## config.mk

```make
export PLATFORM = sky130hd
export DESIGN_NAME = bip_debug_link
export DESIGN_NICKNAME = d
export VERILOG_FILES = /design/src/rtl/bip_debug_link.sv
export SDC_FILE = /design/constraint.sdc
export NUM_CORES = 1
export LEC_CHECK = 0
export CORE_UTILIZATION = 49
export CTS_CLUSTER_DIAMETER = 40
export CTS_CLUSTER_SIZE = 8
export DETAILED_ROUTE_END_ITERATION = 12
export PLACE_DENSITY = 0.84
export SYNTH_ARGS = -nofsm -noshare
export SYNTH_HDL_FRONTEND = slang
export SYNTH_SLANG_ARGS = --single-unit
```

## constraint.sdc

```tcl
create_clock -name i_clk -period 1.8 [get_ports i_clk]
set_input_delay 0.18 -clock i_clk [delete_from_list [all_inputs] [get_ports i_clk]]
set_output_delay 0.18 -clock i_clk [all_outputs]
set_load 0.02 [all_outputs]
```

## src/rtl/bip_debug_link.sv

```systemverilog
// UART control/report link for the BIP CPU: holds the CPU in reset until a start byte,
// counts run cycles, and on halt streams {hdr, acc, pc, cnt} LSB-first to the UART TX.
module bip_debug_link #(
    parameter int                   NB_DATA     = 8,
    parameter int                   NB_OPCODE   = 5,
    parameter int                   NB_ADDR     = 11,
    parameter int                   RAM_WIDTH   = 16,
    parameter int                   NB_CNT      = 16,
    parameter logic [NB_OPCODE-1:0] HALT_OPCODE = '0,
    parameter logic [NB_DATA-1:0]   START_CMD   = 8'h53,
    parameter logic [NB_DATA-1:0]   FRAME_HDR   = 8'hA5
) (
    input  logic                 i_clk,
    input  logic                 i_rst,
    input  logic [NB_DATA-1:0]   i_rx_data,
    input  logic                 i_rx_done,
    input  logic [NB_OPCODE-1:0] i_opcode,
    input  logic [RAM_WIDTH-1:0] i_acc,
    input  logic [NB_ADDR-1:0]   i_pc,
    input  logic                 i_tx_done,
    output logic                 o_tx_valid,
    output logic [NB_DATA-1:0]   o_tx_data,
    output logic                 o_cpu_run,
    output logic                 o_frame_done
);
    localparam int NA = (RAM_WIDTH + NB_DATA - 1) / NB_DATA;
    localparam int NP = (NB_ADDR + NB_DATA - 1) / NB_DATA;
    localparam int NC = (NB_CNT + NB_DATA - 1) / NB_DATA;
    localparam int L  = 1 + NA + NP + NC;
    localparam int NI = (L > 1) ? $clog2(L) : 1;

    typedef enum logic [1:0] {IDLE, RUN, SEND, DONE} state_t;

    state_t              r_state, w_state_next;
    logic                r_rx_prev, r_tx_prev;
    logic                w_rx_edge, w_tx_edge, w_halt, w_start, w_last;
    logic [NB_CNT-1:0]   r_cnt, w_cnt_inc, r_cnt_snap;
    logic [RAM_WIDTH-1:0] r_acc;
    logic [NB_ADDR-1:0]  r_pc;
    logic [NI-1:0]       r_idx;
    logic                r_frame_done;
    logic [L*NB_DATA-1:0] w_frame;

    assign w_rx_edge = i_rx_done & ~r_rx_prev;
    assign w_tx_edge = i_tx_done & ~r_tx_prev;
    assign w_halt    = (i_opcode == HALT_OPCODE);
    assign w_start   = w_rx_edge && (i_rx_data == START_CMD);
    assign w_last    = (r_idx == NI'(L - 1));
    // Saturating increment: the count sticks at all-ones on long runs.
    assign w_cnt_inc = (&r_cnt) ? r_cnt : r_cnt + 1'b1;

    always_comb begin
        w_state_next = r_state;
        case (r_state)
            IDLE:    if (w_start) w_state_next = RUN;
            RUN:     if (w_halt) w_state_next = SEND;
            SEND:    if (w_tx_edge && w_last) w_state_next = DONE;
            DONE:    if (w_start) w_state_next = RUN;
            default: w_state_next = IDLE;
        endcase
    end

    always_ff @(posedge i_clk or posedge i_rst) begin
        if (i_rst) begin
            r_state      <= IDLE;
            r_rx_prev    <= 1'b0;
            r_tx_prev    <= 1'b0;
            r_cnt        <= '0;
            r_cnt_snap   <= '0;
            r_acc        <= '0;
            r_pc         <= '0;
            r_idx        <= '0;
            r_frame_done <= 1'b0;
        end else begin
            r_state      <= w_state_next;
            r_rx_prev    <= i_rx_done;
            r_tx_prev    <= i_tx_done;
            r_frame_done <= (r_state == SEND) && w_tx_edge && w_last;
            if (r_state != RUN && w_state_next == RUN)
                r_cnt <= '0;
            else if (r_state == RUN)
                r_cnt <= w_cnt_inc;
            // The snapshot count includes the halt cycle itself.
            if (r_state == RUN && w_halt) begin
                r_acc      <= i_acc;
                r_pc       <= i_pc;
                r_cnt_snap <= w_cnt_inc;
                r_idx      <= '0;
            end else if (r_state == SEND && w_tx_edge && !w_last) begin
                r_idx <= r_idx + 1'b1;
            end
        end
    end

    always_comb begin
        w_frame = '0;
        w_frame[NB_DATA-1:0]                     = FRAME_HDR;
        w_frame[NB_DATA +: RAM_WIDTH]            = r_acc;
        w_frame[(1 + NA) * NB_DATA +: NB_ADDR]   = r_pc;
        w_frame[(1 + NA + NP) * NB_DATA +: NB_CNT] = r_cnt_snap;
    end

    assign o_cpu_run    = (r_state == RUN);
    assign o_tx_valid   = (r_state == SEND);
    assign o_tx_data    = o_tx_valid ? w_frame[r_idx * NB_DATA +: NB_DATA] : '0;
    assign o_frame_done = r_frame_done;
endmodule

```

==> results list <==
- STA puts the critical path data required time at approximately 1.6 ns.
* Number of buffers created by CTS: 9
- Final worst-path cycle share: 110%
* Die span in y: ~87 um
* Overall power consumption: between 6 and 7 mW
- Clock latency on the worst-skew pair, taken at its later pin, is 0.36 ns.
* Hold buffer count at cts: 0
- The worst setup path is of the reg -> out kind.
- Among all flip-flop cells after synthesis, the most frequent one is sky130_fd_sc_hd__dfrtp_1.
- Once detailed placement completed, the half-perimeter wirelength came to 6.60 mm.
- Net switching is between 30% and 40% of the power.
- Die area: 7560 um2
* Critical path startpoint category: flip-flop
* Antenna violations before repair: 0
- Gr ovfl total: 0
- Combinational logic burns 52.6% of the power.
* Total Routed Length: approximately 12 mm
- The die is approximately 87 um wide.
- Entering global routing, the biggest net connects 68 pins.
- Hold slack: between 0.2 and 0.3 ns
- Final Instance Count excl. Fillers: between 600 and 700
* Starting density of the core: between 50% and 60%
* ANT nets after route: 0
* CP startpoint: r_idx[2]
* Share of Yosys cell area claimed by the top area cell type: roughly 47%
- Area growth syn-to-layout: 48.9%
- Net count after synthesis: roughly 450
- Cells fill 76.7% of the core in the end.
- Clock slew at reported path FFs: 0.07 ns
- Share of total power in the clock network: between 10% and 20%
- Internal power comes to approximately 3.8 mW.
- Average size of a mapped cell: approximately 8.9 um2
- Final weighted congestion in routability-driven placement: between 0.8 and 0.9
- For this design, the sink count on the clock tree is 67.
- In the routed layout, each cell is associated on average with a via count of about 5.9.
* Worst Reg-to-Reg Cells: 8
- Residual DRC count: 0
- FF-to-FF End: r_cnt[13]
- Async set or reset register ratio after synthesis: 100%
- Worst-path maximum fanout: 6
- In this run the deepest clock path goes through 2 buffers.
- Reg-to-reg startpoint: r_idx[1]
* Worst-case register-to-register setup slack: -0.07 ns
* Power Dens Cells: between 1000 and 1500 nW/um2
- Netlist Area Pre-Place: between 3000 and 4000 um2
- The hold violation count in the final report is 0.
- Worst IR Drop VDD: 0.621 mV
- For this design the static power due to leakage is 2.44 nW.
- Gate Count Post-Synth: ~400
* Post-route clock skew: between 0.006 and 0.007 ns
- Final Max Tran Viols: 0
- Unique masters post-synth: 51
* Final Net Count: 557
- Sequential Area: roughly 1700 um2
* Number of fill cells in the layout: between 400 and 500
- Once placement completed, the tool counted placed cells totaling ~570.
- The H-tree was split into 3 levels.
- CP Capture Type: output pin
* Switching power total: between 2 and 2.5 mW
- For this run, the detailed router's first-pass iteration total came to 6.
* Core area: ~6900 um2
- Number of global-route vias before repair: 3440
- Worst EP arrival: roughly 1.8 ns
* Hold Crit Class: in -> async
* Number of synthesized flops with an enable pin: 0
- Of the cells placed in the final design, the portion with a size suffix greater than 1 is between 30 and 40%.
* Sequential area share after synthesis: 47.4%
- First-pass GRT wire length: roughly 16 mm
* Final worst-path setup slack: -0.180 ns
- After synthesis the netlist holds a flip-flop and latch count of 67.
- Synth area leaders: sky130_fd_sc_hd__dfrtp_1 47%, sky130_fd_sc_hd__nand2_1 12%, sky130_fd_sc_hd__mux2_2 3.2%
* Headroom to the max-slew limit: between 70% and 80%
- In this run, flip-flops and latches consume 27.7% of the power.
- Max capacitance violation total: 0
- Yosys printed 0 warnings.
- Achievable clock frequency: about 500 MHz
* Number of ports placed on the die boundary: 55
- Input and output buffers added on the ports amount to 54.
- Crit path time final: slightly below 2 ns
- CTS tree: yes
* Failing checks: setup timing
- RSZ-0062 raised after global routing: true
* First-iteration detailed-routing DRC count: roughly 250
* Final setup violation count: 9
* Vias: approximately 3600
* Area leader, netlist: sky130_fd_sc_hd__dfrtp_1
- The most critical setup path has its endpoint at o_tx_data[4].
- Overall Global Routing Usage: a little under 30%
- The floorplan has 30 rows.
* Worst slew pin tran: 0.370 ns
* Multi-input combinational cell area: 2130 um2
* ANT cells: 0
* Status: finished, violations left
- The tree is rooted in a sky130_fd_sc_hd__clkbuf_8.
- In the final routed layout, each cell accounts on average for approximately 19 um.
-- cell usage after synthesis (2+ instances only) --
master,number
sky130_fd_sc_hd__nand2_1,112
sky130_fd_sc_hd__dfrtp_1,67
sky130_fd_sc_hd__a21oi_1,21
sky130_fd_sc_hd__nor2_1,21
sky130_fd_sc_hd__o21ai_0,20
sky130_fd_sc_hd__clkbuf_1,13
sky130_fd_sc_hd__inv_1,10
sky130_fd_sc_hd__mux2_2,10
sky130_fd_sc_hd__a211oi_1,9
sky130_fd_sc_hd__xor2_1,8
sky130_fd_sc_hd__buf_2,7
sky130_fd_sc_hd__o211ai_1,7
sky130_fd_sc_hd__mux2i_1,6
sky130_fd_sc_hd__nand3_1,6
sky130_fd_sc_hd__o22ai_1,6
sky130_fd_sc_hd__a221oi_1,5
sky130_fd_sc_hd__ha_1,5
sky130_fd_sc_hd__o31ai_1,5
sky130_fd_sc_hd__a31oi_1,4
sky130_fd_sc_hd__and3_1,4
sky130_fd_sc_hd__nor2b_1,4
sky130_fd_sc_hd__nor4_1,4
sky130_fd_sc_hd__or3_1,4
sky130_fd_sc_hd__xnor2_1,4
sky130_fd_sc_hd__nand4_1,3
sky130_fd_sc_hd__nor3_1,3
sky130_fd_sc_hd__a311oi_1,2
sky130_fd_sc_hd__clkinv_1,2
sky130_fd_sc_hd__nand2b_1,2
sky130_fd_sc_hd__o21a_1,2
sky130_fd_sc_hd__o21ai_1,2
sky130_fd_sc_hd__o311ai_0,2
-- final cells by class --
class | count | area share, %
clock buffers | 10 | 2.42
multi-input cells | 299 | 40.5
well taps | 96 | 2.28
inverters | 12 | 1.12
flip-flops and latches | 67 | 31.9
clock inverters | 5 | 1.05
repair buffers | 118 | 20.6
repair inverters | 1 | 0.143
-- metal layers --
layer  global-route usage, %  up-vias  share of wire [%]
li1                        -     1609                  -
met1                    33.9     1706                 38
met2                    47.4      205                 49
met3                    7.39       71                7.4
met4                    18.0        0                5.9
met5                       0        -                  0
-- layout by cell type, fill, tap and decap left out, drive strengths merged, types with 2 or more instances in the layout --
cell           synthesis  final
nor4                   5      5
nand2b                 2      2
and3                   4      4
nor3                   3      3
o21ai                 24     24
nor2                  21     21
or2                    3      3
nand2                112    112
nand4                  4      4
mux2                  10     10
dfrtp                 67     67
a221oi                 5      5
a21oi                 21     21
clkinv                 2      4
o311ai                 2      2
clkdlybuf4s50          0     44
o22ai                  6      6
clkinvlp               0      5
xnor2                  4      4
clkbuf                13     11
o31ai                  5      5
buf                    8     72
xor2                   8      8
a211oi                 9      9
or3                    4      4
nor2b                  4      4
o211ai                 7      7
a311oi                 2      2
nand3                  7      7
mux2i                  6      6
inv                   10      8
ha                     5      5
o21a                   2      2
a31oi                  4      4
-- timing repair --
action | in CTS | in global routing
pin swaps | 10 | 28
gates cloned | 1 | 1
gates resized for setup | 83 | 66
setup buffers | 10 | 15
setup endpoints to repair | 22 | 64
-- stage by stage --
step / setup TNS, ns / area [um2] / setup WS [ns]
finish: -1.24 / 5270 / -0.180
global route: -2.11 / 5270 / -0.270
CTS: -0.483 / 4830 / -0.104
detailed placement: -3.39 / 4460 / -0.312
global placement: -2.33 / 4460 / -0.211
floorplan: -0.432 / 3560 / -0.0591
-- sequential cells by signal (all words and copies together) (netlist names) --
signal	cells
r_acc	16
r_idx	3
r_rx_prev	1
r_state	2
r_pc	11
r_tx_prev	1
r_cnt_snap	16
o_frame_done	1
r_cnt	16
-- critical path, cell delays in order (launching register included) --
cell and delay [ns]:
sky130_fd_sc_hd__dfrtp_2 0.48, sky130_fd_sc_hd__buf_6 0.15, sky130_fd_sc_hd__mux2_4 0.21, sky130_fd_sc_hd__a21oi_2 0.05, sky130_fd_sc_hd__nor4_2 0.34, sky130_fd_sc_hd__buf_4 0.21
-- power groups by stage --
| stage | combinational, mW | clock (mW) | sequential, mW |
|---|---|---|---|
| floorplan | 1.34 | 0 | 1.67 |
| global placement | 2.03 | 0 | 1.71 |
| detailed placement | 2.11 | 0 | 1.72 |
| CTS | 2.42 | 1.22 | 1.69 |
| global route | 3.42 | 1.29 | 1.71 |
| finish | 3.24 | 1.21 | 1.71 |
-- logic make-up after synthesis --
kind of cell	share of synthesized area, %
buffers and inverters	3.85
multiplexers	4.88
XOR/XNOR	2.97
adder cells (fa/ha/maj)	1.77
flip-flops	47.4
AO/OA/AOI/OAI	16.6
AND/OR/NAND/NOR	22.5
-- worst min-delay path by stage --
stage / from / to / slack (ns) / cells after the start
5_1_grt: i_rx_done / r_rx_prev / 0.29 / 1
3_5_place_dp: r_pc[2] / r_pc[2] / 0.46 / 2
2_1_floorplan: i_rx_done / r_rx_prev / 0.21 / 0
6_report: i_rst / r_tx_prev / 0.26 / 3
3_3_place_gp: r_pc[8] / r_pc[8] / 0.46 / 2
4_1_cts: i_rst / r_acc[6] / 0.28 / 3
(Power assumes the default switching activity.)
